**config.mk**
```make
export PLATFORM = sky130hd
export DESIGN_NAME = cmd_response_receiver
export DESIGN_NICKNAME = d
export VERILOG_FILES = /design/src/rtl/cmd_response_receiver.sv
export SDC_FILE = /design/constraint.sdc
export NUM_CORES = 1
export LEC_CHECK = 0
export ABC_AREA = 1
export BUFFER_PORTS_ARGS = -buffer_cell sky130_fd_sc_hd__buf_2
export CORE_ASPECT_RATIO = 1.75
export CORE_MARGIN = 2
export CORE_UTILIZATION = 37
export CTS_BUF_LIST = sky130_fd_sc_hd__clkbuf_2 sky130_fd_sc_hd__clkbuf_4 sky130_fd_sc_hd__clkbuf_8
export CTS_CLUSTER_SIZE = 10
export DETAILED_ROUTE_END_ITERATION = 10
export PLACE_DENSITY_LB_ADDON = 0.15
export SYNTH_ARGS = -nofsm -noshare
export SYNTH_HDL_FRONTEND = slang
export SYNTH_SLANG_ARGS = --single-unit
```
**constraint.sdc**
```tcl
create_clock -name clk_SD -period 3.5 [get_ports clk_SD]
set_input_delay 0.35 -clock clk_SD [delete_from_list [all_inputs] [get_ports clk_SD]]
set_output_delay 0.35 -clock clk_SD [all_outputs]
set_load 0.005 [all_outputs]
```
**src/rtl/cmd_response_receiver.sv**
```systemverilog
// SD CMD-line response receiver: hunts for the start bit, deserializes a 48/136-bit frame
// MSB-first, then checks the transmission bit, CRC7 and end bit.
module cmd_response_receiver #(
    parameter int unsigned TIMEOUT_CYCLES = 64,
    parameter int unsigned SHORT_LEN      = 48,
    parameter int unsigned LONG_LEN       = 136
) (
    input  logic         clk_SD,
    input  logic         reset_host,
    input  logic         enable_rx,
    input  logic         long_response,
    input  logic         crc_check_en,
    input  logic         CMD_PIN_IN,
    output logic [135:0] response,
    output logic         rx_complete,
    output logic         busy,
    output logic         timeout_error,
    output logic         crc_error,
    output logic         frame_error
);

    localparam logic [7:0] SHORT_N       = 8'(SHORT_LEN);
    localparam logic [7:0] LONG_N        = 8'(LONG_LEN);
    localparam logic [7:0] SHORT_CRC_END = 8'(SHORT_LEN - 8);
    localparam logic [7:0] LONG_CRC_BEG  = 8'(LONG_LEN - 128);
    localparam logic [7:0] LONG_CRC_END  = 8'(LONG_LEN - 8);
    localparam logic [6:0] TO_LAST       = 7'(TIMEOUT_CYCLES - 1);

    typedef enum logic [1:0] {StIdle, StWaitStart, StReceive, StCheck} state_t;

    state_t         r_state;
    logic [135:0]   r_shift;
    logic [7:0]     r_bit_cnt;
    logic [6:0]     r_to_cnt;
    logic [6:0]     r_crc;
    logic           r_long;
    logic           r_crc_en;

    logic [7:0]     w_frame_len;
    logic           w_crc_in;
    logic           w_crc_fb;
    logic [6:0]     w_crc_next;
    logic           w_tx_bit;
    logic           w_frame_err;
    logic           w_crc_err;

    // r_bit_cnt holds bits already received, so the incoming bit is number r_bit_cnt+1.
    // Long frames exclude the 8 header bits; the start bit of either frame is zero and
    // leaves the zero-initialised CRC register unchanged, so it needs no update.
    always_comb begin
        w_frame_len = r_long ? LONG_N : SHORT_N;
        w_crc_in    = r_long ? ((r_bit_cnt >= LONG_CRC_BEG) && (r_bit_cnt < LONG_CRC_END))
                             : (r_bit_cnt < SHORT_CRC_END);
        w_crc_fb    = r_crc[6] ^ CMD_PIN_IN;
        w_crc_next  = {r_crc[5:0], 1'b0} ^ (w_crc_fb ? 7'h09 : 7'h00);
        w_tx_bit    = r_long ? r_shift[LONG_LEN-2] : r_shift[SHORT_LEN-2];
        w_frame_err = w_tx_bit | ~r_shift[0];
        w_crc_err   = r_crc_en & (r_crc != r_shift[7:1]);
    end

    always_ff @(posedge clk_SD) begin
        if (reset_host) begin
            r_state       <= StIdle;
            r_shift       <= '0;
            r_bit_cnt     <= '0;
            r_to_cnt      <= '0;
            r_crc         <= '0;
            r_long        <= 1'b0;
            r_crc_en      <= 1'b0;
            response      <= '0;
            rx_complete   <= 1'b0;
            busy          <= 1'b0;
            timeout_error <= 1'b0;
            crc_error     <= 1'b0;
            frame_error   <= 1'b0;
        end else begin
            rx_complete <= 1'b0;
            case (r_state)
                StIdle: begin
                    if (enable_rx) begin
                        r_long        <= long_response;
                        r_crc_en      <= crc_check_en;
                        response      <= '0;
                        timeout_error <= 1'b0;
                        crc_error     <= 1'b0;
                        frame_error   <= 1'b0;
                        r_shift       <= '0;
                        r_bit_cnt     <= '0;
                        r_to_cnt      <= '0;
                        r_crc         <= '0;
                        busy          <= 1'b1;
                        r_state       <= StWaitStart;
                    end
                end
                StWaitStart: begin
                    if (!CMD_PIN_IN) begin
                        r_shift   <= {r_shift[134:0], 1'b0};
                        r_bit_cnt <= 8'd1;
                        r_crc     <= '0;
                        r_state   <= StReceive;
                    end else if (r_to_cnt == TO_LAST) begin
                        timeout_error <= 1'b1;
                        rx_complete   <= 1'b1;
                        busy          <= 1'b0;
                        r_state       <= StIdle;
                    end else begin
                        r_to_cnt <= r_to_cnt + 7'd1;
                    end
                end
                StReceive: begin
                    r_shift   <= {r_shift[134:0], CMD_PIN_IN};
                    r_bit_cnt <= r_bit_cnt + 8'd1;
                    if (w_crc_in) begin
                        r_crc <= w_crc_next;
                    end
                    if (r_bit_cnt == w_frame_len - 8'd1) begin
                        r_state <= StCheck;
                    end
                end
                StCheck: begin
                    response    <= r_shift;
                    frame_error <= w_frame_err;
                    crc_error   <= w_crc_err;
                    rx_complete <= 1'b1;
                    busy        <= 1'b0;
                    r_state     <= StIdle;
                end
                default: r_state <= StIdle;
            endcase
        end
    end

endmodule
```
Word level (Yosys, flattened, before mapping)
Cells that the tools add are included.

word-level totals
  bits in registers = 303
  input bits = 6
  output and inout port bits = 141
  logic and storage cells = 88

operators by class
  $add $sub $neg = 3
  $lt $le $gt $ge = 3
  eq/ne operators = 14
  muxes and demuxes = 36
  bitwise logic cells = 5
  reduce and logical (&&, ||, !) cells = 14

operator list
  operator                                                                       number
  136-bit one-hot mux with 3 select lines                                        1
  136-bit two-way mux                                                            2
  136-bit one-hot mux with 2 select lines                                        1
  7-bit two-way mux                                                              5
  8-bit two-way mux                                                              3
  8-bit one-hot mux with 3 select lines                                          1
  7-bit one-hot mux with 3 select lines                                          1
  4-bit AND reduction                                                            4
  2-bit inequality test (second input constant)                                  7
  7-bit one-hot mux with 2 select lines                                          1
  1-bit two-way mux                                                              10
  8-bit by 1-bit adder with 8-bit output (second input constant)                 1
  8-bit == test                                                                  1
  8-bit by 4-bit >= comparator with 1-bit output (second input constant)         1
  8-bit by 6-bit less-than comparator with 1-bit output (second input constant)  1
  8-bit less-than comparator (second input constant)                             1
  2-bit two-way mux                                                              4
  1-bit one-hot mux with 2 select lines                                          4
  2-bit one-hot mux with 4 select lines                                          1
  8-bit by 1-bit subtractor with 8-bit output (second input constant)            1
  7-bit by 1-bit adder with 7-bit output (second input constant)                 1
  7-bit by 6-bit == test with 1-bit output (second input constant)               1
  7-bit inequality test                                                          1
  7-bit by 4-bit bitwise XOR with 7-bit output                                   1
  other kinds (15)                                                               20

Logic depth before layout (Yosys ltp)
  depth in word-level cells = 5
  depth in mapped cells = 11
  gate-level depth less buffers = 11

Worst setup path after synthesis
Ideal clock, no wire load.

  path kind = register -> register
  start point = reg r_state[0]
  end point = reg r_shift[33]
  library setup time = 0.119 ns
  arrival = 1.502 ns
  required time = 3.381 ns
  slack = 1.878 ns
  stages on the path, launching flop included = 11
  path buffers = 2
  clock period less this slack = 1.622 ns
  cells stage by stage = dfxtp_1 > inv_1 > ha_1 > inv_2 > nor2_8 > nor2_4 > buf_6 > buf_2 > o21ai_0 > nand2_1 > a21oi_1

between the ends
  cells in the longest elaborated chain, start to end = 3
  elaborated cells between the ends (all ways) = 8
  those cells by class = 4 x eq/ne; 1 x mux; 3 x reduce/logical

ends and longest elaborated chain
  what                                                                   line  RTL
  start: declaration                                                     31    state_t r_state;
  start signal: assignment                                               63    r_state <= StIdle;
  start signal: assignment                                               92    r_state <= StWaitStart;
  start signal: assignment                                               100   r_state <= StReceive;
  2-bit by 1-bit == test with 1-bit output (tied with other cells)       78    case (r_state)
  2-bit inequality test (no line) or 3-bit nonzero test (tied branches)  -
  3-bit AND reduction (no line)                                          -
  end signal: assignment                                                 97    r_shift <= {r_shift[134:0], 1'b0};
  end signal: assignment                                                 111   r_shift <= {r_shift[134:0], CMD_PIN_IN};
  end: declaration                                                       32    logic [135:0] r_shift;

Several ways; a longest one is shown, not always the timed one.
A chain may end at the register's enable or synchronous reset.

Worst setup path after layout
  start point = reg r_state[0]
  end point = reg r_bit_cnt[7]

between the ends
  cells in the longest elaborated chain, start to end = 3
  elaborated cells between the ends (all ways) = 8
  those cells by class = 4 x eq/ne; 1 x mux; 3 x reduce/logical

ends and longest elaborated chain
  what                                                                   line  RTL
  2-bit by 1-bit == test with 1-bit output (tied with other cells)       78
  2-bit inequality test (no line) or 3-bit nonzero test (tied branches)  -
  3-bit AND reduction (no line)                                          -
  end signal: assignment                                                 112   r_bit_cnt <= r_bit_cnt + 8'd1;
  end: declaration                                                       33    logic [7:0] r_bit_cnt;

Several ways; a longest one is shown, not always the timed one.

==> results.md <==
* # IOs at about 150
* Worst Setup EP: r_bit_cnt[7]
* R2r endpoint: r_bit_cnt[7]
* CP peak stage delay at 0.46 ns
* Required time of the critical path at 3.96 ns
* Post-CTS Repair Setup Buffers at 0
* Longest Clk Path Bufs at 3
* Setup crit start: r_state[0]
* Hold Startpoint: crc_check_en
* Vias at between 10000 and 15000
* DP Worst Slack at between 1 and 1.5 ns
* Worst-path cell chain: inv_1 -> ha_1 -> inv_2 -> nor2_8 -> nor2_4 -> buf_12 -> nand2_1 -> nor3_2 -> nand3_1 -> o21ai_0 -> nor2_1
* Total grt overflow at 0
* Tmin final at ~2.3 ns
* Setup crit end kind: flip-flop
* Reg area at about 0.0061 mm²
* Number of synthesized flops with an enable pin at 0
* Antenna Nets Post-Route at 0
* Port Buffers at 146
* Crit start category: flip-flop
* Yosys cell types at 32
* Clock Latency Late Sink at roughly 0.57 ns
* Final setup viols at 0
* Critical Path AT at between 2 and 3 ns
* Sequential area share after synthesis at 0.509
* M1 GR Usage at 0.199
* Setup slack, reg-to-reg at ~1.2 ns
* Top post-synthesis cells by area: dfxtp_1 51%, nand2_1 15%, a21oi_1 12%, inv_1 5.2%, o21ai_0 5.0%
* Die ar. at 0.0337 mm²
* PnR worst setup slack at ~1.2 ns
* Mapped Area at around 0.012 mm²
* Dpl cells at 2039
* Initial Util at 0.372
* Main synth FF type: dfxtp_1
* Initial antenna violation count at 1
* Slowest cell on crit path: buf_12
* Largest net degree at the start of global routing at around 150
* DP HPWL at between 15000 and 20000 µm
* TritonCTS clock tree: built
* Vias in the first global route at roughly 10000
* Cell row count at 87
* Number of DRC markers in iteration 0 at approximately 640
* CTS H-tree depth at 2
* Number of clock sinks at between 300 and 400
* Area growth from synthesis to layout at 14.4%
* Final hold viol count at 0
* VDD IR-drop max at between 0.4 and 0.5 mV
* Async set or reset register ratio after synthesis at 0
* Number of CTS-inserted buffers at 45
* WS Path Type: flip-flop to flip-flop
* Cells resized by post-CTS repair at 0
* Fin cells at 2115
* Fin. max-slew vios at 0
* Power Total at 10.6 mW
* Leak Pwr at between 5 and 6 nW
* Commonest non-fill, non-tap cell in the layout: nand2_1
* # fillers at roughly 3400
* Drt drc at 0
* Worst-path clk slew at roughly 0.06 ns
* Top Usage Layer GRT: met2
* Syn_area_per_cell at 7.50 µm²
* Top-area cell type share of the netlist area at 0.509
* Pre-Repair DR Iteration Count at 4
* First-pass GRT wire length at 48100 µm
* RSZ-0062 raised after global routing: false
* # nets final at 1700
* Hold_buf cts at 0
* Drt total wl at between 20000 and 30000 µm
* Period utilisation layout at 0.666
* Wirelength per Cell at ~14 µm
* Setup Skew at about 0.022 ns
* Worst Tran Pin Value at around 0.9 ns
* Met2 Use GR at 0.310
* Setup tns final at 0 ns
* Max_cap viols at 0
* Max_slew headroom at 0.390
* GPL Wtd Cong at 0.798
* Post-synthesis cell count at roughly 1600
* CORE AREA at around 0.032 mm²
* Gr usage total at 0.169
* Die W at around 140 µm
* Footprint of the multi-input gates at between 0.004 and 0.005 mm²
* Yosys warning count at 0
* Via density at 4.83
* HP Class: input pin to flip-flop
* Net Count, Synth at 1604
* PwrDens at 774 mW/mm²
* FF-to-FF Start: r_state[0]
* Layout cells sized above 1 at 0.147
* CTS root buffer: clkbuf_8
* F_max at around 430 MHz
* Crit Path Max Fanout at around 150
* R2R cell count at 11
* Yosys reg bits at about 300
* Area leader, netlist: dfxtp_1
* Most frequent cells in the layout: 467 x nand2_1, 303 x dfxtp_1, 289 x a21oi_1
* Die H at approximately 240 µm
* Outcome: finished clean
* Met3 Use GR at 0.0261
==> worst min-delay path by stage <==
stage	to	slack [ns]	cells after the start
global route	r_crc_en	0.11	3
CTS	r_crc_en	0.06	3
detailed placement	response[69]	0.45	2
floorplan	r_crc_en	0.43	2
global placement	r_shift[56]	0.45	2
finish	r_crc_en	0.09	3
==> state kept, by name, summed over array words and instances, names as in the netlist, named ones only <==
| signal | flops |
|---|---|
| response | 136 |
| crc_error | 1 |
| r_crc_en | 1 |
| busy | 1 |
| r_state | 1 |
| r_shift | 136 |
| timeout_error | 1 |
| r_bit_cnt | 8 |
| r_crc | 7 |
| frame_error | 1 |
| r_long | 1 |
| rx_complete | 1 |
| r_to_cnt | 7 |
==> power by group <==
group	total (mW)	switching [mW]	internal, mW
Clock	2.91	1.32	1.59
Combinational	3.17	2.25	0.929
Sequential	4.47	0.366	4.10
Total	10.6	3.93	6.62
==> routing by layer <==
metal  up-vias  share of wire
li1       5231              -
met1      4773           0.43
met2       170           0.51
met3        52          0.035
met4         0          0.028
met5         -              0
==> per-stage QoR <==
| step | instance area, µm² | hold slack, ns | utilization |
|---|---|---|---|
| floorplan | 11900 | 0.430 | - |
| global route | 13600 | 0.112 | 0.426 |
| finish | 13600 | 0.0943 | 0.426 |
| detailed placement | 12700 | 0.449 | 0.398 |
| global placement | 12700 | 0.445 | 0.398 |
| CTS | 13600 | 0.0606 | 0.426 |
==> critical path: cells and delay by family (launching register included) <==
kind	cells	cell delay (ns)
flip-flops	1	0.40
buffers and inverters	3	0.71
AO/OA/AOI/OAI	1	0.08
AND/OR/NAND/NOR	6	0.72
adder cells (fa/ha/maj)	1	0.31
==> cell usage after synthesis (2+ instances only) <==
cell	instances
buf_4	21
xnor2_1	4
nand2_1	467
a31oi_1	2
nor2_1	35
nand4_1	3
dfxtp_1	303
ha_1	8
buf_2	44
nand2_2	4
xor2_1	7
nor3_1	11
nand3_1	16
inv_1	166
inv_2	5
o21ai_0	120
a21oi_1	289
buf_1	2
o21ai_1	29
buf_6	10
clkbuf_1	33
==> kinds of logic (layout without fill, tap and decap cells) <==
group | count (synthesis) | in the layout | share of synthesized area
flip-flops | 303 | 303 | 0.509
XOR/XNOR | 11 | 11 | 0.00808
AO/OA/AOI/OAI | 445 | 445 | 0.190
AND/OR/NAND/NOR | 542 | 542 | 0.179
other | 0 | 1 | 0
buffers and inverters | 281 | 405 | 0.106
adder cells (fa/ha/maj) | 8 | 8 | 0.00840
==> area by class of cell <==
cell class / instances / area share
diodes: 1 / 0.000184
clock buffers: 72 / 0.0649
clock inverters: 3 / 0.00193
inverters: 171 / 0.0476
multi-input cells: 1006 / 0.337
flip-flops and latches: 303 / 0.445
well taps: 400 / 0.0367
repair buffers: 159 / 0.0667
Power figures use the tool's default switching activity.
